--- config.mk ---
export PLATFORM = sky130hd
export DESIGN_NAME = sqrt_seq_ctrl
export DESIGN_NICKNAME = d
export VERILOG_FILES = /design/src/rtl/sqrt_seq_ctrl.sv
export SDC_FILE = /design/constraint.sdc
export NUM_CORES = 1
export LEC_CHECK = 0
export CORE_MARGIN = 1
export CORE_UTILIZATION = 35
export CTS_CLUSTER_SIZE = 30
export DETAILED_ROUTE_END_ITERATION = 6
export PLACE_DENSITY = 0.72
export SLEW_MARGIN = 10
export SYNTH_ARGS = -nofsm -noshare
export SYNTH_HDL_FRONTEND = slang
export SYNTH_SLANG_ARGS = --single-unit
--- constraint.sdc ---
create_clock -name clk -period 1.71 [get_ports clk]
set_input_delay 0.171 -clock clk [delete_from_list [all_inputs] [get_ports clk]]
set_output_delay 0.171 -clock clk [all_outputs]
set_load 0.02 [all_outputs]
--- src/rtl/sqrt_seq_ctrl.sv ---
// Stage-control sequencer for the FP16 square-root pipeline: handshake, classify, iterate, round.
// Define SQRT_CTRL_FASTPATH_EN to send NaN/Inf operands straight from WAIT to DONE.
module sqrt_seq_ctrl #(
   parameter int unsigned ITERS = 12,
   parameter int unsigned CNT_W = 4
) (
   input  logic             clk,
   input  logic             rst_n,
   input  logic             in_valid,
   output logic             in_ready,
   input  logic [15:0]      in_data,
   input  logic             flush,
   output logic [15:0]      op_out,
   output logic             stage_en,
   output logic             s_valid,
   input  logic             n_valid,
   input  logic             is_num,
   output logic             iter_start,
   output logic             iter_step,
   output logic [CNT_W-1:0] iter_cnt,
   output logic             round_en,
   output logic             out_valid,
   input  logic             out_ready,
   output logic             out_special,
   output logic             busy
);

   typedef enum logic [2:0] {StIdle, StClass, StWait, StIter, StRound, StDone} state_e;

   localparam logic [CNT_W-1:0] LastCnt = CNT_W'(ITERS - 1);

   state_e           state_q, state_d;
   logic [15:0]      op_q, op_d;
   logic [CNT_W-1:0] cnt_q, cnt_d;
   logic             special_q, special_d;
   logic             s_valid_q, s_valid_d;
   logic             start_q, start_d;
   logic             step_q, step_d;
   logic             round_q, round_d;
   logic             out_valid_q, out_valid_d;
   logic             busy_q, busy_d;

   // Gated by rst_n so no operand is offered a slot while reset is held.
   assign in_ready = rst_n && (state_q == StIdle) && !flush;

   always_comb begin
      state_d   = state_q;
      op_d      = op_q;
      cnt_d     = '0;
      special_d = special_q;
      s_valid_d = 1'b0;
      start_d   = 1'b0;
      step_d    = 1'b0;
      round_d   = 1'b0;
      if (flush) begin
         state_d   = StIdle;
         special_d = 1'b0;
      end else begin
         unique case (state_q)
            StIdle: begin
               if (in_valid && in_ready) begin
                  op_d      = in_data;
                  s_valid_d = 1'b1;
                  state_d   = StClass;
               end
            end
            StClass: state_d = StWait;
            StWait: begin
               if (n_valid) begin
                  special_d = !is_num;
`ifdef SQRT_CTRL_FASTPATH_EN
                  if (!is_num) begin
                     state_d = StDone;
                  end else begin
                     state_d = StIter;
                     start_d = 1'b1;
                     step_d  = 1'b1;
                  end
`else
                  state_d = StIter;
                  start_d = 1'b1;
                  step_d  = 1'b1;
`endif
               end
            end
            StIter: begin
               if (cnt_q == LastCnt) begin
                  state_d = StRound;
                  round_d = 1'b1;
               end else begin
                  cnt_d  = cnt_q + CNT_W'(1);
                  step_d = 1'b1;
               end
            end
            StRound: state_d = StDone;
            StDone: begin
               if (out_ready) begin
                  state_d   = StIdle;
                  special_d = 1'b0;
               end
            end
            default: state_d = StIdle;
         endcase
      end
      busy_d      = (state_d != StIdle);
      out_valid_d = (state_d == StDone);
   end

   always_ff @(posedge clk or negedge rst_n) begin
      if (!rst_n) begin
         state_q     <= StIdle;
         op_q        <= '0;
         cnt_q       <= '0;
         special_q   <= 1'b0;
         s_valid_q   <= 1'b0;
         start_q     <= 1'b0;
         step_q      <= 1'b0;
         round_q     <= 1'b0;
         out_valid_q <= 1'b0;
         busy_q      <= 1'b0;
      end else begin
         state_q     <= state_d;
         op_q        <= op_d;
         cnt_q       <= cnt_d;
         special_q   <= special_d;
         s_valid_q   <= s_valid_d;
         start_q     <= start_d;
         step_q      <= step_d;
         round_q     <= round_d;
         out_valid_q <= out_valid_d;
         busy_q      <= busy_d;
      end
   end

   assign op_out      = op_q;
   assign iter_cnt    = cnt_q;
   assign out_special = special_q;
   assign s_valid     = s_valid_q;
   assign iter_start  = start_q;
   assign iter_step   = step_q;
   assign round_en    = round_q;
   assign out_valid   = out_valid_q;
   assign busy        = busy_q;
   assign stage_en    = busy_q;

endmodule
==> results.cfg, run 1 <==
[synth]
ys_dominant_reg_cell = sky130_fd_sc_hd__dfrtp_1
synth.yosys.seq_area_share_pct = 58.4
synth_cell_types = 28
postSynthAreaPerCell_um2 = 14.4
syn-cell-area_um2 = 1280
yosysWarnings = 0
post_synth_inst_count = 89
synth.ff_latch_count = 30
post_synth_edffs = 0
ys_async_sr_fraction_pct = 100
syn_nets = 113

[critical_path]
cp_max_fanout = 17
worst-endpoint-arrival_ns = 1.82
path_class = flip-flop to flip-flop
critical-path-slowest-cell = sky130_fd_sc_hd__dfrtp_1
critPathRequiredTime_ns = 1.92
crit_path_end_kind = flip-flop
critical-path-max-stage-delay_ns = 0.42
worstSetupStartpointType = flip-flop
reg2reg_slack_ns = 0.10
timing.critical_path.cells = nor3_4 -> buf_4 -> nand4b_4 -> inv_4 -> mux2_2

[sta]
setup_repair_after_global_routing_missed_its_margin = false
relSlewSlack_pct = 75.7
fin_crit_ns = 1.61
final-max-slew-violation-count = 0
final-hold-violation-count = 0
pin_slew_with_the_least_headroom_to_its_limit_ns = 0.365
setup_viol = 0
max_freq_mhz = 622
layout_setup_ws_ns = 0.102
period_share_pct = 94.1
skew_ns = 0.00905

[die]
initial_cell_density_of_the_core_pct = 37.6
chipHeight_um = 62.6
floorplan.core_area_um2 = 3420
die_area_um2 = 3920
fp-row-count = 21
die_width_um = 62.6
io-pin-count = 52

[layout]
sequential_cell_area_um2 = 751
multi_input_area_um2 = 475
post_layout_net_count = 174
insertedDiodeCount = 0
drive_gt1_share_pct = 25.2
final_util_pct = 56.2
syn2layout_area_growth_pct = 49.4
fin_area_um2 = 1920
final_non_filler_cell_total = 197
fillers = 291

[placed_design]
place_inst = 189
post_placement_cell_area_um2 = 1860
dp_hpwl_mm = 1.93
gp_congestion = 0.729
io_buffer_count = 51
post-place-ws_ns = -0.0916

[run_status]
run_status = finished, final reports clean

[grt]
number_of_global_route_vias_before_repair = 958
gr_overflow_total = 0
grt_antenna_before_repair = 0
grt_pass1_wl_mm = 4.49
global_route.usage.total_pct = 15.2
grt_max_degree = 31

[drt]
drtPass1Iterations = 4
wl_mm = 2.62
detail-route-antenna-nets = 0
total_via_count_in_the_routed_design = 913
first_iter_violations = 19
drt-wirelength-per-cell_um = 13.3
detail_route.drc_violations = 0
via_per_inst = 4.63

[job]
max-cap-violations = 0

[clocking]
worstSkewPairLatency_ns = 0.32
cts_made_buffers = 5
number_of_buffers_between_clock_root_and_the_deepest_sink = 2
cts_tree = yes
clock_root_cell = sky130_fd_sc_hd__clkbuf_4
clock_sink_count = 30
cts_htree_levels = 2
cts.clk_slew.worst_paths_ns = 0.09
post_cts_hold_buffer_count = 0

[pwr]
power_leakage_nw = 0.855
highest_ir_drop_seen_on_vdd_mv = 0.453
cellPowerDensity_nw_per_um2 = 971

[worst_hold_path]
hp-class = input pin to asynchronous set/reset pin
## critical path: cells and delay by family (launching register included)
family | cells | cell delay, ns
DFF | 1 | 0.42
buffers and inverters | 2 | 0.37
muxes | 1 | 0.37
and+or+nand+nor | 2 | 0.34
## cells by family after synthesis
group,count (synthesis),synth area share [%]
and+or+nand+nor,28,14.8
buffers and inverters,7,4.58
AOI/OAI and AO/OA,5,3.21
adders and majority gates,1,0.974
xor gates and xnor gates,2,1.36
DFF,30,58.4
muxes,16,16.7
## Yosys cell counts, types with 2 or more instances
cell type	n	area share, %
sky130_fd_sc_hd__a221oi_1	3	2.0
sky130_fd_sc_hd__and3b_2	2	1.6
sky130_fd_sc_hd__buf_2	2	0.78
sky130_fd_sc_hd__dfrtp_1	30	58
sky130_fd_sc_hd__mux2_2	7	6.1
sky130_fd_sc_hd__mux2_4	9	11
sky130_fd_sc_hd__nand2_1	4	1.2
sky130_fd_sc_hd__nand2b_1	2	0.97
sky130_fd_sc_hd__nand3_1	2	0.78
sky130_fd_sc_hd__nand3b_1	2	1.2
sky130_fd_sc_hd__nor2_1	7	2.0
sky130_fd_sc_hd__nor2b_1	2	0.97
sky130_fd_sc_hd__nor4_1	2	0.97
## report_power, final
part | internal [W] | switching, W
Clock | 0.000199 | 0.000218
Combinational | 0.000338 | 0.000247
Sequential | 0.000810 | 0.0000504
Total | 0.00135 | 0.000516
## final timing paths
kind / start / end / cells past startpoint
max in group asynchronous: rst_n / iter_step$_DFF_PN0_ / 2
min in group clk: is_num / out_special$_DFFE_PN0P_ / 2
worst max-delay path: state_q[2]$_DFF_PN0_ / op_out[2]$_DFFE_PN0P_ / 5
worst max register to register: state_q[2]$_DFF_PN0_ / op_out[2]$_DFFE_PN0P_ / 5
worst min-delay path: rst_n / op_out[15]$_DFFE_PN0P_ / 2
worst min register to register: iter_cnt[0]$_DFF_PN0_ / iter_cnt[0]$_DFF_PN0_ / 1
## registers in the layout, summed over array words and instances, names as in the netlist
signal,count
s_valid,1
out_valid,1
state_q,3
iter_step,1
out_special,1
busy,1
op_out,16
iter_start,1
round_en,1
iter_cnt,4
## layer usage
layer  global-route usage (%)  vias to the layer above  part of all wire, %
met2                     24.3                       42                   46
met3                     6.20                        5                  8.3
met5                        0                        -                    0
met1                     18.5                      432                   44
met4                     5.23                        0                  1.4
li1                         -                      434                    -
## through the flow
step	hold WS, ns	total power [W]	setup TNS (ns)
after global routing	0.316	0.00196	0
after global placement	0.474	0.00146	-0.692
final	0.305	0.00186	0
after floorplan	-0.125	0.00116	0
after detailed placement	0.486	0.00146	-1.10
after CTS	0.311	0.00189	0
## final cells by class
cell class,instances,area share [%]
sequential,30,39.1
inverter,2,0.522
multi-input combinational,52,24.8
clock buffer,7,2.87
timing repair buffer,59,29.5
tap,46,3.00
clock inverter,1,0.261
## placed cells by master (no fill, tap or decap), types with 2 or more instances in the layout
master | synthesis | routed
sky130_fd_sc_hd__a221oi_1 | 3 | 3
sky130_fd_sc_hd__and3b_2 | 2 | 2
sky130_fd_sc_hd__buf_4 | 1 | 8
sky130_fd_sc_hd__clkbuf_4 | 0 | 5
sky130_fd_sc_hd__clkdlybuf4s50_1 | 0 | 50
sky130_fd_sc_hd__dfrtp_1 | 30 | 30
sky130_fd_sc_hd__mux2_2 | 7 | 7
sky130_fd_sc_hd__mux2_4 | 9 | 9
sky130_fd_sc_hd__nand2_1 | 4 | 4
sky130_fd_sc_hd__nand2b_1 | 2 | 2
sky130_fd_sc_hd__nand3_1 | 2 | 2
sky130_fd_sc_hd__nand3b_1 | 2 | 2
sky130_fd_sc_hd__nor2_1 | 7 | 7
sky130_fd_sc_hd__nor2b_1 | 2 | 2
sky130_fd_sc_hd__nor4_1 | 2 | 2
## timing repair
item	CTS	global route
setup buffers	0	0
endpoints found under the setup margin	1	1
gates resized for setup	1	2
Power figures use the tool's default switching activity.
==> inputs of run 2 (changes only) <==
--- a/config.mk
+++ b/config.mk
@@ -9,7 +9,7 @@
 export CORE_UTILIZATION = 35
 export CTS_CLUSTER_SIZE = 30
 export DETAILED_ROUTE_END_ITERATION = 6
-export PLACE_DENSITY = 0.72
+export PLACE_DENSITY = 0.75
 export SLEW_MARGIN = 10
 export SYNTH_ARGS = -nofsm -noshare
 export SYNTH_HDL_FRONTEND = slang
==> constraint.sdc (replaced) <==
create_clock -name clk -period 1.3 [get_ports clk]
set_input_delay 0.13 -clock clk [delete_from_list [all_inputs] [get_ports clk]]
set_output_delay 0.13 -clock clk [all_outputs]
set_load 0.02 [all_outputs]
==> run 2 against run 1 <==
The run now ends with negative setup slack left; count of clock-buffer cells in the layout is the same; combinational power is 24% higher; final area up 6.9%; via count up 3.1%.
==> results.cfg, run 2 (same netlist as run 1, synthesis figures left out) <==
[layout]
insertedDiodeCount = 0
mostFrequentLayoutCell = sky130_fd_sc_hd__dlygate4sd2_1
fin_area_um2 = 2050
mostFrequentLayoutCells = sky130_fd_sc_hd__dlygate4sd2_1, sky130_fd_sc_hd__dfrtp_1, sky130_fd_sc_hd__clkdlybuf4s50_1, sky130_fd_sc_hd__mux2_4, sky130_fd_sc_hd__buf_4
max_reg_flops = 16
drive_gt1_share_pct = 37.8
final_util_pct = 60.1
fillers = 279
syn2layout_area_growth_pct = 59.7
post_layout_net_count = 179

[sta]
max_freq_mhz = 683
setup_repair_after_global_routing_missed_its_margin = true
period_share_pct = 113
layout_setup_ws_ns = -0.163
pin_slew_with_the_least_headroom_to_its_limit_ns = 0.349
final-hold-violation-count = 0
relSlewSlack_pct = 76.7
totalNegativeSetupSlack_ns = -2.68
setup_viol = 19
skew_ns = 0.00204
final-max-slew-violation-count = 0
fin_crit_ns = 1.46

[worst_hold_path]
hp-class = input pin to asynchronous set/reset pin

[critical_path]
worst-endpoint-arrival_ns = 1.33
crit_path_end_kind = output port
worstSetupStartpointType = flip-flop
critPathRequiredTime_ns = 1.17
critical-path-slowest-cell = sky130_fd_sc_hd__dfrtp_2
worstSetupPathDepth = 3
timing.critical_path.cells = nor3_4 -> and3b_2 -> buf_6
path_class = flip-flop to output port
cp_max_fanout = 3
r2r_cells = 4
timing.critical_path.max_delay_family = simple AND/OR/NAND/NOR gates
critical-path-max-stage-delay_ns = 0.44
critPathBufInv = 1

[placed_design]
io_buffer_count = 51
post-place-ws_ns = -0.529
dp_hpwl_mm = 2.01
gp_congestion = 0.799
post_placement_cell_area_um2 = 1880

[drt]
highest-signal-layer = met4
drt-wirelength-per-cell_um = 15.0
wl_met3_um = 207
wl_met1_mm = 1.31
first_iter_violations = 28
detail-route-antenna-nets = 0
via_per_inst = 4.66
total_via_count_in_the_routed_design = 941
drtPass1Iterations = 4
wl_mm = 3.04
wl_met2_mm = 1.48
detail_route.drc_violations = 0

[die]
floorplan.core_area_um2 = 3420
die_area_um2 = 3920
initial_cell_density_of_the_core_pct = 37.6
io-pin-count = 52
chipHeight_um = 62.6
die_width_um = 62.6
fp-row-count = 21

[clocking]
worstSkewPairLatency_ns = 0.33
cts_made_buffers = 5
cts_htree_levels = 2
cts.clk_slew.worst_paths_ns = 0.09
cts_tree = yes
clock_root_cell = sky130_fd_sc_hd__clkbuf_4
clock_sink_count = 30
number_of_buffers_between_clock_root_and_the_deepest_sink = 2

[pwr]
report.power.total_w = 0.00243
cellPowerDensity_nw_per_um2 = 1190
highest_ir_drop_seen_on_vdd_mv = 0.525
power_leakage_nw = 0.993

[grt]
grt_antenna_before_repair = 0
gr_overflow_total = 0
global_route.usage.total_pct = 16.9
grt_max_degree = 29
number_of_global_route_vias_before_repair = 991
grt_pass1_wl_mm = 4.93

[run_status]
run_status = complete, but fails checks
violations = negative setup slack

[job]
max-cap-violations = 0
run 2: cell count changes in the layout (fill, tap and decap cells not counted), moves of 4 or more:
cell                              change
sky130_fd_sc_hd__clkdlybuf4s50_1     -28
sky130_fd_sc_hd__dlygate4sd2_1       +27
sky130_fd_sc_hd__dfrtp_1              -4
sky130_fd_sc_hd__mux2_4               +7
sky130_fd_sc_hd__mux2_2               -7
sky130_fd_sc_hd__dfrtp_2              +4
run 2: what timing repair did:
action / in CTS / in global routing
gates resized for setup: 43 / 20
pin swaps: 2 / 8
setup endpoints to repair: 48 / 27
setup buffers: 2 / 2
hold buffers: 0 / 0
run 2: layout make-up:
type	instances	area, um^2	area share (%)
Sequential cell	30	756	36.8
Multi-Input combinational cell	52	581	28.3
Timing Repair Buffer	64	578	28.2
Tap cell	46	57.6	2.80
Clock buffer	7	55.1	2.68
Inverter	2	20.0	0.976
Clock inverter	1	5.00	0.244
run 2: metal layers:
layer  up-vias  global-route usage (%)
li1        445                       -
met1       448                    19.8
met3         5                    5.29
met4         0                    7.85
met2        43                    28.1
met5         -                       0
run 2: power breakdown:
group	total [W]	internal (W)	switching [W]
combinational	0.000729	0.000389	0.000340
sequential	0.00114	0.00107	0.0000694
clock	0.000570	0.000262	0.000308
run 2: path summary, 6_finish.rpt:
| check | start | endpoint | slack, ns |
|---|---|---|---|
| setup / recovery | state_q[0]$_DFF_PN0_ | in_ready | -0.16 |
| hold / removal | rst_n | busy$_DFF_PN0_ | 0.24 |
| setup reg to reg | state_q[0]$_DFF_PN0_ | op_out[11]$_DFFE_PN0P_ | -0.16 |
| hold reg to reg | op_out[13]$_DFFE_PN0P_ | op_out[13]$_DFFE_PN0P_ | 0.51 |
| max in group asynchronous | rst_n | iter_cnt[0]$_DFF_PN0_ | 0.64 |
| min in group clk | is_num | out_special$_DFFE_PN0P_ | 0.37 |
run 2: per-stage QoR:
stage | instances | hold slack, ns
finish | 202 | 0.244
global route | 202 | 0.253
floorplan | 89 | -0.166
global placement | 191 | 0.492
CTS | 201 | 0.233
detailed placement | 191 | 0.492
